**src/rtl/img_top_pkg.sv**
```systemverilog
// Shared types and constants for the image pipeline top level,
// including the Gaussian frame sequencer FSM state encoding.
package img_top_pkg;

  localparam int PIX_PER_BEAT    = 8;
  localparam int GAUSS_K         = 5;
  localparam int MAX_W_BEATS_DEF = 240;
  localparam int MAX_H_DEF       = 1080;
  localparam int BEAT_CNT_W      = $clog2(MAX_W_BEATS_DEF + 1);
  localparam int ROW_CNT_W       = $clog2(MAX_H_DEF + 1);

  typedef enum logic [2:0] {
    G_IDLE  = 3'd0,
    G_PRIME = 3'd1,
    G_RUN   = 3'd2,
    G_DRAIN = 3'd3,
    G_DONE  = 3'd4
  } gctrl_state_e;

  // A frame needs at least two beats per row and a full kernel height of rows.
  function automatic logic cfg_in_range(input int w, input int h,
                                        input int max_w, input int max_h);
    return (w >= 2) && (w <= max_w) && (h >= GAUSS_K) && (h <= max_h);
  endfunction

endpackage

```
**src/rtl/gctrl_delay_line.sv**
```systemverilog
// Fixed-depth shift register with synchronous clear and flush.
module gctrl_delay_line #(
  parameter int DEPTH = 1,
  parameter int WIDTH = 1
) (
  input  logic             i_clk,
  input  logic             i_rst_n,
  input  logic             i_flush,
  input  logic [WIDTH-1:0] i_d,
  output logic [WIDTH-1:0] o_q
);

  logic [WIDTH-1:0] r_pipe [DEPTH];

  always_ff @(posedge i_clk) begin
    if (!i_rst_n || i_flush) begin
      for (int i = 0; i < DEPTH; i++) r_pipe[i] <= '0;
    end else begin
      r_pipe[0] <= i_d;
      for (int i = 1; i < DEPTH; i++) r_pipe[i] <= r_pipe[i-1];
    end
  end

  assign o_q = r_pipe[DEPTH-1];

endmodule

```
**src/rtl/gaussian_frame_ctrl.sv**
```systemverilog
// Frame sequencer for the 5x5 Gaussian stage: drives line buffer write/read
// controls and row rotation, and emits core valid plus aligned sof/eol markers.
module gaussian_frame_ctrl
  import img_top_pkg::*;
#(
  parameter  int MAX_W_BEATS = 240,
  parameter  int MAX_H       = 1080,
  parameter  int LB_LAT      = 1,
  parameter  int CORE_LAT    = 1,
  localparam int CW_W        = $clog2(MAX_W_BEATS + 1),
  localparam int CH_W        = $clog2(MAX_H + 1)
) (
  input  logic            i_clk,
  input  logic            i_rst_n,
  input  logic            i_start,
  input  logic [CW_W-1:0] i_cfg_w_beats,
  input  logic [CH_W-1:0] i_cfg_h,
  input  logic            i_in_valid,
  output logic            o_in_ready,
  input  logic            i_in_sof,
  input  logic            i_in_eol,
  output logic            o_lb_wr_en,
  output logic [1:0]      o_lb_row_sel,
  output logic            o_lb_rd_en,
  output logic            o_core_in_valid,
  output logic            o_out_sof,
  output logic            o_out_eol,
  output logic            o_busy,
  output logic            o_done,
  output logic            o_err,
  output gctrl_state_e    o_dbg_state
);

  localparam int DRAIN_CYC = LB_LAT + CORE_LAT;
  localparam int DR_W      = $clog2(DRAIN_CYC + 1);

  gctrl_state_e    r_state, w_next;
  logic [CW_W-1:0] r_w, r_col;
  logic [CH_W-1:0] r_h, r_row;
  logic [1:0]      r_row_sel;
  logic [DR_W-1:0] r_drain_cnt;
  logic            r_err, r_in_ready;

  logic w_acc, w_cfg_ok, w_start_ok, w_start_bad;
  logic w_first, w_last_col, w_perr, w_row_end;
  logic w_sof_mk, w_eol_mk;
  logic [1:0] w_mk_q;

  // Input handshake: a beat transfers in any cycle where i_in_valid && o_in_ready.
  // o_in_ready is a register derived from the FSM state only; it never looks at i_in_valid.
  assign w_acc       = i_in_valid && r_in_ready;
  assign w_cfg_ok    = cfg_in_range(int'(i_cfg_w_beats), int'(i_cfg_h), MAX_W_BEATS, MAX_H);
  assign w_start_ok  = i_start && (r_state == G_IDLE) && w_cfg_ok;
  assign w_start_bad = i_start && (r_state == G_IDLE) && !w_cfg_ok;
  assign w_first     = (r_row == '0) && (r_col == '0);
  assign w_last_col  = (r_col == r_w - 1'b1);
  assign w_perr      = w_acc && ((i_in_sof != w_first) || (i_in_eol != w_last_col));
  assign w_row_end   = w_acc && !w_perr && w_last_col;

  always_ff @(posedge i_clk) begin
    if (!i_rst_n) r_state <= G_IDLE;
    else          r_state <= w_next;
  end

  always_comb begin
    w_next = r_state;
    case (r_state)
      G_IDLE:  if (w_start_ok) w_next = G_PRIME;
      G_PRIME: begin
        if (w_perr) w_next = G_IDLE;
        else if (w_row_end && (r_row == CH_W'(GAUSS_K - 2))) w_next = G_RUN;
      end
      G_RUN: begin
        if (w_perr) w_next = G_IDLE;
        else if (w_row_end && (r_row == r_h - 1'b1)) w_next = G_DRAIN;
      end
      G_DRAIN: if (r_drain_cnt == DR_W'(DRAIN_CYC - 1)) w_next = G_DONE;
      G_DONE:  w_next = G_IDLE;
      default: w_next = G_IDLE;
    endcase
  end

  // Column 0 only fills the line buffer; its window lacks a left halo.
  always_comb begin
    o_lb_wr_en = w_acc && !w_perr;
    o_lb_rd_en = w_acc && !w_perr && (r_state == G_RUN) && (r_col != '0);
    w_sof_mk   = o_lb_rd_en && (r_row == CH_W'(GAUSS_K - 1)) && (r_col == CW_W'(1));
    w_eol_mk   = o_lb_rd_en && w_last_col;
    o_busy     = (r_state == G_PRIME) || (r_state == G_RUN) || (r_state == G_DRAIN);
    o_done     = (r_state == G_DONE);
  end

  always_ff @(posedge i_clk) begin
    if (!i_rst_n) begin
      r_w         <= '0;
      r_h         <= '0;
      r_col       <= '0;
      r_row       <= '0;
      r_row_sel   <= '0;
      r_drain_cnt <= '0;
      r_err       <= 1'b0;
      r_in_ready  <= 1'b0;
    end else begin
      r_in_ready  <= (w_next == G_PRIME) || (w_next == G_RUN);
      r_drain_cnt <= (r_state == G_DRAIN) ? r_drain_cnt + 1'b1 : '0;
      if (w_start_ok) begin
        r_w       <= i_cfg_w_beats;
        r_h       <= i_cfg_h;
        r_col     <= '0;
        r_row     <= '0;
        r_row_sel <= '0;
        r_err     <= 1'b0;
      end else if (w_start_bad) begin
        r_err <= 1'b1;
      end
      if (w_perr) begin
        r_err <= 1'b1;
        r_col <= '0;
        r_row <= '0;
      end else if (w_acc) begin
        if (w_last_col) begin
          r_col     <= '0;
          r_row     <= r_row + 1'b1;
          r_row_sel <= r_row_sel + 1'b1;
        end else begin
          r_col <= r_col + 1'b1;
        end
      end
    end
  end

  // A protocol error flushes both lines so no partial frame leaks downstream.
  gctrl_delay_line #(.DEPTH(LB_LAT), .WIDTH(1)) u_vld_dl (
    .i_clk   (i_clk),
    .i_rst_n (i_rst_n),
    .i_flush (w_perr),
    .i_d     (o_lb_rd_en),
    .o_q     (o_core_in_valid)
  );

  gctrl_delay_line #(.DEPTH(LB_LAT + CORE_LAT), .WIDTH(2)) u_mk_dl (
    .i_clk   (i_clk),
    .i_rst_n (i_rst_n),
    .i_flush (w_perr),
    .i_d     ({w_sof_mk, w_eol_mk}),
    .o_q     (w_mk_q)
  );

  assign o_out_sof    = w_mk_q[1];
  assign o_out_eol    = w_mk_q[0];
  assign o_in_ready   = r_in_ready;
  assign o_lb_row_sel = r_row_sel;
  assign o_err        = r_err;
  assign o_dbg_state  = r_state;

endmodule

```
**config.mk**
```make
export PLATFORM = sky130hd
export DESIGN_NAME = gaussian_frame_ctrl
export DESIGN_NICKNAME = d
export VERILOG_FILES = /design/src/rtl/img_top_pkg.sv /design/src/rtl/gctrl_delay_line.sv /design/src/rtl/gaussian_frame_ctrl.sv
export SDC_FILE = /design/constraint.sdc
export NUM_CORES = 1
export LEC_CHECK = 0
export CORE_MARGIN = 5
export CORE_UTILIZATION = 60
export DETAILED_ROUTE_END_ITERATION = 10
export GPL_TIMING_DRIVEN = 0
export PLACE_DENSITY = 0.84
export SYNTH_ARGS = -nofsm -noshare
export SYNTH_HDL_FRONTEND = slang
export SYNTH_SLANG_ARGS = --single-unit
```
**constraint.sdc**
```tcl
create_clock -name i_clk -period 5.2 [get_ports i_clk]
set_clock_uncertainty 0.2 [all_clocks]
set_input_delay 1.3 -clock i_clk [delete_from_list [all_inputs] [get_ports i_clk]]
set_output_delay 1.3 -clock i_clk [all_outputs]
set_load 0.1 [all_outputs]
```
==> metrics.txt <==
DR iter-0 viols=142; Tmin final=5.01 ns; sequential-to-total area share from yosys stat=33.3%; area of the die=6760 um^2; CTS H-tree lvls=2; post-detail-place hpwl=around 5700 um; mean instance size in the synthesized netlist=8.50 um^2; largest net degree at the start of global routing=16; max cap viols=0; post-synth top area share=between 30% and 40%; status=complete, no violations; count of standard-cell rows=26; post-synthesis register bit count=52; Highest Clock Rate=200 MHz; wire length of the first global-routing pass=about 12000 um; net count reported at finish=446; routability cong.=0.856; top flip-flop cell by instance count after synthesis=sky130_fd_sc_hd__dfxtp_1; number of enable-type register cells in the synthesized netlist=0; Max-slew headroom=35.0%; Synth-to-Final Area Change=18.4%; number of global-route vias before repair=2642; share of the cycle needed by the critical path after routing=96.4%; DR pass1 iterations=4; number of different library cells in the post-synthesis netlist=61; overall routing resource usage=23.8%; Syn Inst Count=approximately 370; mapped cell area=approximately 3100 um^2; Yosys warning count=0; initial cell density of the core=roughly three fifths; die boundary height=between 80 and 90 um; startpoint type of the worst setup path=register; final setup violating endpoints=0; utilization of the core after routing=73.0%; placed cell area=3600 um^2; smallest setup slack after layout=0.188 ns; post-layout total power=871 uW; initial antenna violation count=0; antenna violation net count after detailed routing=0; total vias in the final route=between 2000 and 3000; maximum vdd drop=0.161 mV; cell taking the most area after synthesis=sky130_fd_sc_hd__dfxtp_1; number of buffers between clock root and the deepest sink=2; overall overflow remaining after global route=0; vias per cell=5.76; signal arrival time at the worst endpoint=~3.5 ns; quantity of I/O buffers inserted on ports=38; final routed wire length divided by cell count=15.3 um; post-detailed-route DRC marker count=0; TritonCTS clock tree=yes; worst-path fanout max=5; max-slew violation count=0; Hold Crit Class=register to register; Clk Tree Root Cell=sky130_fd_sc_hd__clkbuf_8; fraction of synthesis flops using an asynchronous set or reset pin=0%; Clk Latency, worst-skew pair=0.32 ns; endpoint type of the worst setup path=output port; cell area after layout=about 3700 um^2; ratio of cells with drive above 1 in the final layout=5.80%; RSZ-0062 raised after global routing=no; top post-synthesis cells by area=sky130_fd_sc_hd__dfxtp_1 33%, sky130_fd_sc_hd__mux2i_1 6.7%, sky130_fd_sc_hd__nor2b_1 4.4%; diode count=0; final total negative setup slack=0 ns; power per standard cell area=~240 nW/um^2; post-CTS repair timing setup buffer count=0; total CTS buffers=5; register clock-pin slew on the reported worst setup and hold paths=0.09 ns; required time at the worst-slack endpoint=3.70 ns; Sink Count=52; die span in x=82.2 um; Post-Route WL=7380 um; slew at the pin closest to its max-slew limit=slightly below 1 ns; number of top-level pins=39; number of hold-slack violations in the final timing report=0; Worst Setup Slack post-DPL=0.123 ns; core box area=between 5000 and 6000 um^2; net count after synthesis=401; WS Path Type=register to output port; Leak Pwr=1.47 nW
-- critical path, cell delays in order (launching register included) --
cell and delay, ns:
sky130_fd_sc_hd__dfxtp_1 0.36, sky130_fd_sc_hd__inv_1 0.08, sky130_fd_sc_hd__ha_1 0.20, sky130_fd_sc_hd__or3b_1 0.40
sky130_fd_sc_hd__o31a_1 0.25, sky130_fd_sc_hd__o2111ai_1 0.44, sky130_fd_sc_hd__a211oi_4 0.11, sky130_fd_sc_hd__xnor2_1 0.23
sky130_fd_sc_hd__and4b_1 0.27, sky130_fd_sc_hd__clkdlybuf4s15_1 0.84
-- routing by layer --
metal	vias to the layer above	track usage (%)	routed length, um
met3	10	3.80	333
met2	54	39.6	3550
met4	0	6.48	79
met5	-	0	0
li1	1403	-	-
met1	1321	32.0	3420
-- Yosys cell counts (2+ instances only) --
library cell / number
sky130_fd_sc_hd__dfxtp_1: 52
sky130_fd_sc_hd__nor2_1: 33
sky130_fd_sc_hd__a21oi_1: 23
sky130_fd_sc_hd__nor2b_1: 22
sky130_fd_sc_hd__mux2i_1: 21
sky130_fd_sc_hd__nand2_1: 21
sky130_fd_sc_hd__inv_1: 15
sky130_fd_sc_hd__xnor2_1: 14
sky130_fd_sc_hd__and3_1: 13
sky130_fd_sc_hd__clkbuf_1: 12
sky130_fd_sc_hd__o21ai_0: 11
sky130_fd_sc_hd__nand3_1: 10
sky130_fd_sc_hd__nor4_1: 9
sky130_fd_sc_hd__xor2_1: 9
sky130_fd_sc_hd__ha_1: 8
sky130_fd_sc_hd__nand3b_1: 8
sky130_fd_sc_hd__or3_1: 7
sky130_fd_sc_hd__and2_1: 6
sky130_fd_sc_hd__nor3_1: 6
sky130_fd_sc_hd__o211ai_1: 5
sky130_fd_sc_hd__a21o_1: 4
sky130_fd_sc_hd__nand4_1: 4
sky130_fd_sc_hd__mux2_1: 3
sky130_fd_sc_hd__nand4b_1: 3
sky130_fd_sc_hd__a211oi_1: 2
sky130_fd_sc_hd__a21boi_0: 2
sky130_fd_sc_hd__a31oi_1: 2
sky130_fd_sc_hd__and4_1: 2
sky130_fd_sc_hd__buf_4: 2
sky130_fd_sc_hd__mux2_2: 2
sky130_fd_sc_hd__nand2b_1: 2
sky130_fd_sc_hd__nor3b_1: 2
sky130_fd_sc_hd__o2111ai_1: 2
sky130_fd_sc_hd__o21a_1: 2
sky130_fd_sc_hd__or2_1: 2
sky130_fd_sc_hd__or3b_2: 2
-- path summary, 6_finish.rpt --
| check | startpoint | endpoint | slack, ns | cells after the start |
|---|---|---|---|---|
| worst max-delay path | r_w[0] | o_lb_rd_en | 0.19 | 9 |
| worst min-delay path | r_drain_cnt[0] | r_drain_cnt[0] | 0.23 | 1 |
| worst min register to register | r_drain_cnt[0] | r_drain_cnt[0] | 0.23 | 1 |
| worst max register to register | r_w[0] | o_in_ready | 1.90 | 10 |
-- sequential cells by signal (all words and copies together), names as in the netlist --
name             cells
o_err                1
u_mk_dl.r_pipe       4
r_row               11
o_in_ready           1
r_h                 11
r_col                8
u_vld_dl.r_pipe      1
r_w                  8
o_dbg_state          3
o_lb_row_sel         2
r_drain_cnt          2
-- metrics by stage --
step | cells | hold slack (ns)
3_5_place_dp | 476 | 0.219
5_1_grt | 484 | 0.250
4_1_cts | 484 | 0.232
3_3_place_gp | 476 | 0.207
6_report | 484 | 0.234
2_1_floorplan | 368 | 0.199
-- final cells by class --
type / instances / area [um^2]
multi-input cells: 285 / 1960
fillers: 422 / 1370
flip-flops and latches: 52 / 1040
repair buffers: 38 / 379
well taps: 70 / 87.6
clock buffers: 6 / 72.6
plain buffers: 16 / 68.8
inverters: 15 / 56.3
clock inverters: 2 / 35.0
-- cell usage in the layout, fill, tap and decap left out, types with 5 or more instances in the layout --
master	count
sky130_fd_sc_hd__a21oi_1	23
sky130_fd_sc_hd__and2_1	6
sky130_fd_sc_hd__and3_1	13
sky130_fd_sc_hd__clkbuf_1	13
sky130_fd_sc_hd__clkbuf_8	5
sky130_fd_sc_hd__clkdlybuf4s50_1	36
sky130_fd_sc_hd__dfxtp_1	52
sky130_fd_sc_hd__ha_1	8
sky130_fd_sc_hd__inv_1	15
sky130_fd_sc_hd__mux2i_1	21
sky130_fd_sc_hd__nand2_1	21
sky130_fd_sc_hd__nand3_1	10
sky130_fd_sc_hd__nand3b_1	8
sky130_fd_sc_hd__nor2_1	33
sky130_fd_sc_hd__nor2b_1	22
sky130_fd_sc_hd__nor3_1	6
sky130_fd_sc_hd__nor4_1	9
sky130_fd_sc_hd__o211ai_1	5
sky130_fd_sc_hd__o21ai_0	11
sky130_fd_sc_hd__or3_1	7
sky130_fd_sc_hd__xnor2_1	14
sky130_fd_sc_hd__xor2_1	9
-- cells by family after synthesis --
kind of cell	synth area share, %
adder cells (fa/ha/maj)	3.20
multiplexers	8.52
AND/OR/NAND/NOR	30.2
flip-flops	33.3
buffers and inverters	4.00
XOR/XNOR	6.44
AO/OA/AOI/OAI	14.3
-- timing repair --
| action | CTS | global route |
|---|---|---|
| setup endpoints to repair | 2 | 1 |
| resized for setup | 2 | 1 |
| hold buffers | 0 | 0 |
-- power breakdown --
part	switching (mW)	internal (mW)
Clock	0.137	0.143
Sequential	0.0135	0.408
Combinational	0.0955	0.0736
Note: power is estimated with default switching activity, not from simulation.
